File: src/rtl/data_sram_bridge.sv
// Bridge from the mem stage's single-cycle load/store requests to the data-side
// sram-like bus (req/addr_ok/data_ok), with pipeline stall and flush draining.
module data_sram_bridge (
  input  logic        clk,
  input  logic        rst,
  input  logic        ram_read_enable_i,
  input  logic [31:0] ram_read_addr_i,
  input  logic        ram_write_enable_i,
  input  logic [3:0]  ram_write_select_i,
  input  logic [31:0] ram_write_addr_i,
  input  logic [31:0] ram_write_data_i,
  input  logic        exception_i,
  input  logic        flush_i,
  input  logic        pipeline_stall_i,
  output logic [31:0] ram_read_data_o,
  output logic        stall_req_o,
  output logic        data_req_o,
  output logic        data_wr_o,
  output logic [1:0]  data_size_o,
  output logic [31:0] data_addr_o,
  output logic [31:0] data_wdata_o,
  input  logic        data_addr_ok_i,
  input  logic        data_data_ok_i,
  input  logic [31:0] data_rdata_i,
  output logic [1:0]  state_dbg
);

  typedef enum logic [1:0] {
    S_IDLE = 2'd0,
    S_REQ  = 2'd1,
    S_WAIT = 2'd2,
    S_DONE = 2'd3
  } state_t;

  state_t      state, state_nx;
  logic        flush_pend;
  logic        rst_d;
  logic [31:0] rbuf;
  logic        lat_wr;
  logic [1:0]  lat_size;
  logic [31:0] lat_addr;
  logic [31:0] lat_wdata;

  logic        wr_valid, access_valid, quiet, issue;
  logic [1:0]  wsize, wlo;
  logic        legal_sel;
  logic        req_wr;
  logic [1:0]  req_size;
  logic [31:0] req_addr, req_wdata;
  logic        complete, done_wr, discard;

  assign wr_valid     = ram_write_enable_i & (|ram_write_select_i);
  assign access_valid = (ram_read_enable_i | wr_valid) & ~exception_i;
  // Outputs stay silent while reset is held and for one cycle afterwards.
  assign quiet        = rst | rst_d;
  assign issue        = (state == S_IDLE) & access_valid & ~flush_i & ~quiet;
  assign state_dbg    = state;

  always_comb begin
    wsize     = 2'd2;
    wlo       = 2'd0;
    legal_sel = 1'b1;
    case (ram_write_select_i)
      4'b0001: begin wsize = 2'd0; wlo = 2'd0; end
      4'b0010: begin wsize = 2'd0; wlo = 2'd1; end
      4'b0100: begin wsize = 2'd0; wlo = 2'd2; end
      4'b1000: begin wsize = 2'd0; wlo = 2'd3; end
      4'b0011: begin wsize = 2'd1; wlo = 2'd0; end
      4'b1100: begin wsize = 2'd1; wlo = 2'd2; end
      4'b1111: begin wsize = 2'd2; wlo = 2'd0; end
      default: legal_sel = 1'b0;
    endcase
  end

  // A load wins when both enables are set.
  assign req_wr    = ~ram_read_enable_i;
  assign req_size  = ram_read_enable_i ? 2'd2 : wsize;
  assign req_addr  = ram_read_enable_i ? ram_read_addr_i
                                       : {ram_write_addr_i[31:2], ram_write_addr_i[1:0] | wlo};
  assign req_wdata = ram_read_enable_i ? 32'h0 : ram_write_data_i;

  always_comb begin
    state_nx        = state;
    data_req_o      = 1'b0;
    stall_req_o     = 1'b0;
    data_wr_o       = lat_wr;
    data_size_o     = lat_size;
    data_addr_o     = lat_addr;
    data_wdata_o    = lat_wdata;
    ram_read_data_o = 32'h0;
    complete        = 1'b0;
    done_wr         = lat_wr;
    discard         = flush_pend | flush_i;
    case (state)
      S_IDLE: begin
        stall_req_o  = access_valid;
        data_wr_o    = 1'b0;
        data_size_o  = 2'd0;
        data_addr_o  = 32'h0;
        data_wdata_o = 32'h0;
        discard      = 1'b0;
        if (issue) begin
          data_req_o   = 1'b1;
          data_wr_o    = req_wr;
          data_size_o  = req_size;
          data_addr_o  = req_addr;
          data_wdata_o = req_wdata;
          done_wr      = req_wr;
          if (data_addr_ok_i && data_data_ok_i) begin
            complete = 1'b1;
            state_nx = S_DONE;
          end else if (data_addr_ok_i) begin
            state_nx = S_WAIT;
          end else begin
            state_nx = S_REQ;
          end
        end
      end
      S_REQ: begin
        data_req_o  = 1'b1;
        stall_req_o = 1'b1;
        if (data_addr_ok_i && data_data_ok_i) begin
          complete = 1'b1;
          state_nx = discard ? S_IDLE : S_DONE;
        end else if (data_addr_ok_i) begin
          state_nx = S_WAIT;
        end
      end
      S_WAIT: begin
        stall_req_o = 1'b1;
        if (data_data_ok_i) begin
          complete = 1'b1;
          state_nx = discard ? S_IDLE : S_DONE;
        end
      end
      S_DONE: begin
        ram_read_data_o = rbuf;
        if (flush_i || !pipeline_stall_i) state_nx = S_IDLE;
      end
      default: state_nx = S_IDLE;
    endcase
    if (quiet) begin
      data_req_o      = 1'b0;
      stall_req_o     = 1'b0;
      data_wr_o       = 1'b0;
      data_size_o     = 2'd0;
      data_addr_o     = 32'h0;
      data_wdata_o    = 32'h0;
      ram_read_data_o = 32'h0;
    end
  end

  always_ff @(posedge clk) begin
    if (rst) begin
      state      <= S_IDLE;
      flush_pend <= 1'b0;
      rst_d      <= 1'b1;
      rbuf       <= 32'h0;
      lat_wr     <= 1'b0;
      lat_size   <= 2'd0;
      lat_addr   <= 32'h0;
      lat_wdata  <= 32'h0;
    end else begin
      rst_d <= 1'b0;
      state <= state_nx;
      // Fields track the inputs in IDLE so REQ replays exactly what was first offered.
      if (state == S_IDLE) begin
        lat_wr    <= req_wr;
        lat_size  <= req_size;
        lat_addr  <= req_addr;
        lat_wdata <= req_wdata;
      end
      if (complete)
        flush_pend <= 1'b0;
      else if (flush_i && (state == S_REQ || state == S_WAIT))
        flush_pend <= 1'b1;
      if (complete)
        rbuf <= (done_wr || discard) ? 32'h0 : data_rdata_i;
    end
  end

  a_no_dual_access: assert property (@(posedge clk) disable iff (rst)
    !(ram_read_enable_i && ram_write_enable_i));
  a_legal_select: assert property (@(posedge clk) disable iff (rst)
    !(wr_valid && !ram_read_enable_i && !exception_i) || legal_sel);
  a_data_ok_order: assert property (@(posedge clk) disable iff (rst)
    (state == S_REQ) |-> !(data_data_ok_i && !data_addr_ok_i));

endmodule
File: config.mk
export PLATFORM = sky130hd
export DESIGN_NAME = data_sram_bridge
export DESIGN_NICKNAME = d
export VERILOG_FILES = /design/src/rtl/data_sram_bridge.sv
export SDC_FILE = /design/constraint.sdc
export NUM_CORES = 1
export LEC_CHECK = 0
export CORE_ASPECT_RATIO = 1.1
export CORE_UTILIZATION = 38
export CTS_CLUSTER_DIAMETER = 100
export DETAILED_ROUTE_END_ITERATION = 16
export GPL_ROUTABILITY_DRIVEN = 0
export PLACE_DENSITY = 0.75
export SLEW_MARGIN = 5
export SYNTH_ARGS = -nofsm -noshare
export SYNTH_HDL_FRONTEND = slang
export SYNTH_SLANG_ARGS = --single-unit
File: constraint.sdc
create_clock -name clk -period 3.6 [get_ports clk]
set_input_delay 0.36 -clock clk [delete_from_list [all_inputs] [get_ports clk]]
set_output_delay 0.36 -clock clk [all_outputs]
set_load 0.005 [all_outputs]
Word-level counts from Yosys, hierarchy flattened
Index checks and enable logic that the tools add are counted.
{ "totals": {"register_bits": 103, "input_bits": 141, "output_inout_bits": 103, "elab_cells": 90} }
{ "op_classes": {"eq_ne": 13, "n_mux": 42, "n_bitwise": 13, "reduce_logical": 14} }
{ "ops": {"columns": ["operator", "n"], "rows": [
  ["32-bit two-way mux", 11],
  ["2-bit two-way mux", 12],
  ["1-bit two-way mux", 13],
  ["4-bit by 2-bit == test with 1-bit output, second input constant", 2],
  ["4-bit == test, second input constant", 2],
  ["2-bit one-hot mux with 4 select lines", 1],
  ["2-bit OR reduction", 4],
  ["4-bit OR reduction", 2],
  ["2-bit inequality test, second input constant", 3],
  ["2-bit one-hot mux with 3 select lines", 1],
  ["1-bit bitwise AND", 5],
  ["2-bit == test, second input constant", 2],
  ["4-bit by 1-bit == test with 1-bit output, second input constant", 1],
  ["4-bit by 3-bit == test with 1-bit output, second input constant", 1],
  ["1-bit NOT", 4],
  ["1-bit one-hot mux with 2 select lines", 2],
  ["2-bit one-hot mux with 2 select lines", 1],
  ["4-bit AND reduction", 1],
  ["1-bit logical OR", 3],
  ["3-bit inequality test, second input constant", 1],
  ["1-bit OR", 3],
  ["1-bit one-hot mux with 3 select lines", 1],
  ["2-bit by 1-bit == test with 1-bit output, second input constant", 1],
  ["1-bit logical AND", 2],
  ["other kinds (3)", 3]
]} }

Longest topological paths before layout
{ "depth": {"depth_word": 11, "mapped_depth": 9, "mapped_depth_nobuf": 6} }

Worst setup path after synthesis
OpenSTA, ideal clock, no wires.
{ "synth_timing": {"path_type": "register to output", "startpoint": "register state[0], in the netlist state_dbg[0]", "endpoint": "output port data_addr_o[22]", "t_arrival_ns": 1.818, "required_time_ns": 3.240, "slack_ns": 1.422, "path_stages_with_launch": 10, "path_buffers": 3, "path_cell_list": "dfxtp_1 -> inv_1 -> ha_1 -> clkbuf_1 -> inv_1 -> clkbuf_1 -> buf_1 -> nor2_1 -> a21oi_1 -> nor2_1"} }
{ "synth_between": {"elab_chain_len": 7} }
{ "synth_lines": {"columns": ["item", "line", "rtl"], "rows": [
  ["start: declaration", "35", "state_t state, state_nx;"],
  ["start signal: assignment", "165", "state <= state_nx;"],
  ["2-bit zero test *", "56, 94", null],
  ["1-bit bitwise AND (3 in series)", "56", "assign issue = (state == S_IDLE) & access_valid & ~flush_i & ~quiet;"],
  ["32-bit two-way mux", "102", "if (issue) begin"],
  ["32-bit two-way mux *", "94", "case (state)"],
  ["32-bit two-way mux *", "142", "if (quiet) begin"],
  ["end: declaration", "20", "output logic [31:0] data_addr_o,"]
]} }
Every way passes the cells marked *; elsewhere a longest branch is shown, timed or not.

Worst setup path in the final report
{ "layout_timing": {"startpoint": "input port flush_i", "endpoint": "output port data_wdata_o[2]"} }
{ "layout_between": {"elab_chain_len": 6} }
{ "layout_lines": {"columns": ["item", "line", "rtl"], "rows": [
  ["start: declaration", "13", "input logic flush_i,"],
  ["1-bit NOT", "56", null],
  ["1-bit bitwise AND (2 in series)", "56", null],
  ["32-bit two-way mux", "102", null],
  ["32-bit two-way mux", "94", null],
  ["32-bit two-way mux", "142", null],
  ["end: declaration", "21", "output logic [31:0] data_wdata_o,"]
]} }
Every way passes these cells.

==> impl_results.md <==
* Hold-fix buffers, CTS at 0
* Drt wl/cell at 14.2 um
* PostCTS Resize Cnt at 0
* Post-CTS Setup Repair Bufs at 0
* Vias in the first global route at 4945
* Crit path max fanout at 32
* Initial antenna violation count at 1
* Post-synthesis sequential area ratio at 0.390
* Top-Level Pins at 244
* Post-synthesis cell type count at 48
* Critical Path End: data_wdata_o[2]
* Worst slew margin at 0.497
* DRT Pass-1 Iters at 4
* Unrepaired setup endpoints after global routing: no
* Worst-path clk slew at 0.07 ns
* Number of synthesized flops with an enable pin at 0
* Clk Tree Root Cell: clkbuf_16
* Mapped Area at 5290 sq um
* Std-Cell Rows at 44
* Fin nets at 1047
* Setup CP Type: primary input to primary output
* Multi-input gate area at 2750 sq um
* Min cycle time layout at 3.17 ns
* Post-DP HPWL at 10.9 mm
* Post-Route WL at 15.5 mm
* LEAKAGE at 3.22 nW
* Critical Path Start: flush_i
* RR Startpoint: state_dbg[1]
* Flop2flop setup slack at 1.45 ns
* TNS Setup at 0 ns
* Fmax at 0.316 GHz
* H-tree depth at 3
* Initial Util at 0.395
* Tot GR Track Use at 0.214
* Hold WC Path Type: primary input to flop
* DRC viols at 0
* R2r worst-path depth at 7
* Syn Inst Count at 686
* Final ANT Viol Nets at 0
* Clk buf depth at 2
* Max-Cap Viols at 0
* Largest net degree at the start of global routing at 61
* Startpoint types: primary input
* Fin. max-slew vios at 0
* Syn avg cell area at 7.70 sq um
* DIE AREA at 14400 sq um
* Clock skew at 0.00938 ns
* Top_reg_cell synth: dfxtp_1
* GR Overflow Total at 0
* Die X-Extent at 114 um
* Synth async-reset ratio at 0
* CTS sink cnt at 103
* Clock Latency Late Sink at 0.34 ns
* Worst Hold Margin at 0.409 ns
* Layout area overhead at 54.7%
* CTS tree: built
* Port-buffer cells at 243
* Worst EP required at 3.24 ns
* Syn. warnings at 0
* Fillers at 1257
* Fin crit share at 0.880
* Status: completed
* Cts bufs inserted at 9
* Die H at 126 um
* Via count at 5251
* Tightest Pin Transition at 0.754 ns
* Initial DRC Count at 241
* Peak VDD IR at 0.351 mV
* Final Setup Violations at 0
* Crit. End Element: primary output
* Via/cell ratio at 4.82
* Syn_nets at 833
* Layout cells sized above 1 at 0.0653
* Reg-to-Reg End: rbuf[6]
* Register area at 2060 sq um
* FF+latch count, synth at 103
* First-pass GRT wire length at 24.8 mm
* Overall power after layout at 3.89 mW
* PwrDens at 476 nW/um^2
* Core Region at 13400 sq um
* Worst Path Arrival at 2.81 ns
* Final Hold Fails at 0
[placed cells by master (no fill, tap or decap), types with 3 or more instances in the layout]
cell type	instances
o32ai_1	22
and3_1	32
dfxtp_1	103
o21ai_0	3
o32ai_2	10
buf_4	10
inv_1	70
clkbuf_16	9
mux2i_1	31
clkdlybuf4s50_1	241
nand2b_1	6
buf_12	3
a21oi_1	96
nor2_1	175
a31o_2	3
a31oi_1	3
nor2b_1	34
ha_1	5
[logic make-up after synthesis]
kind of cell,Yosys count,synth area share
flip-flops,103,0.390
AND/OR/NAND/NOR,263,0.231
multiplexers,32,0.0608
buffers and inverters,124,0.0921
AO/OA/AOI/OAI,156,0.209
XOR/XNOR,2,0.00331
adder cells (fa/ha/maj),6,0.0142
[critical path, cell delays in order]
cell             delay, ns
clkdlybuf4s50_1       0.50
or4_4                 0.61
a2111oi_4             0.35
buf_12                0.24
a21oi_1               0.09
nor2_1                0.14
clkdlybuf4s50_1       0.52
[cell usage after synthesis (6+ instances only)]
library cell	n	share of area
clkbuf_1	32	0.023
dfxtp_1	103	0.39
nor2b_1	34	0.040
and3_1	32	0.038
ha_1	6	0.014
inv_1	71	0.050
a21oi_1	96	0.091
buf_2	14	0.013
nor2_1	177	0.13
o32ai_1	22	0.036
nand2b_1	6	0.0071
buf_1	6	0.0043
o32ai_2	10	0.031
mux2i_1	31	0.059
[how the worst min path moves through the flow]
stage	from	cells past startpoint	end	slack [ns]
3_3_place_gp	rbuf[24]	2	rbuf[24]	0.44
6_report	rst	1	rst_d	0.41
2_1_floorplan	rst	0	rst_d	0.39
5_1_grt	rst	1	rst_d	0.42
4_1_cts	rst	1	rst_d	0.41
3_5_place_dp	rbuf[28]	2	rbuf[28]	0.44
[flip-flops by register name (all words and copies together), names as in the netlist]
| signal | count |
|---|---|
| lat_addr | 32 |
| lat_wdata | 32 |
| rbuf | 32 |
| lat_size | 2 |
| state_dbg | 2 |
| flush_pend | 1 |
| lat_wr | 1 |
| rst_d | 1 |
[power breakdown]
part / leakage, nW / switching, mW / internal (mW)
clock: 0.148 / 0.418 / 0.576
combinational: 2.23 / 0.860 / 0.650
sequential: 0.844 / 0.0594 / 1.33
[stage by stage]
step           setup WS (ns)  utilization  cells  cell area (sq um)
3_3_place_gp           0.467        0.588   1073               7860
4_1_cts                0.425        0.611   1088               8170
2_1_floorplan           1.42            -    686               5290
6_report               0.432        0.611   1089               8170
5_1_grt                0.332        0.611   1089               8170
3_5_place_dp           0.426        0.588   1073               7860
[routing by layer]
layer  track usage  up-vias  share of wire
met4        0.0527        0          0.011
met5             0        -              0
met3        0.0626       12          0.082
met1         0.265     2372           0.44
li1              -     2707              -
met2         0.364      160           0.47
[cell type report]
type / instances / area share
diodes: 1 / 0.000306
clock inverters: 4 / 0.00674
multi-input cells: 459 / 0.336
repair buffers: 256 / 0.313
well taps: 184 / 0.0282
flip-flops and latches: 103 / 0.252
clock buffers: 11 / 0.0309
inverters: 71 / 0.0326
No activity file was read; power rests on OpenSTA's default activity.
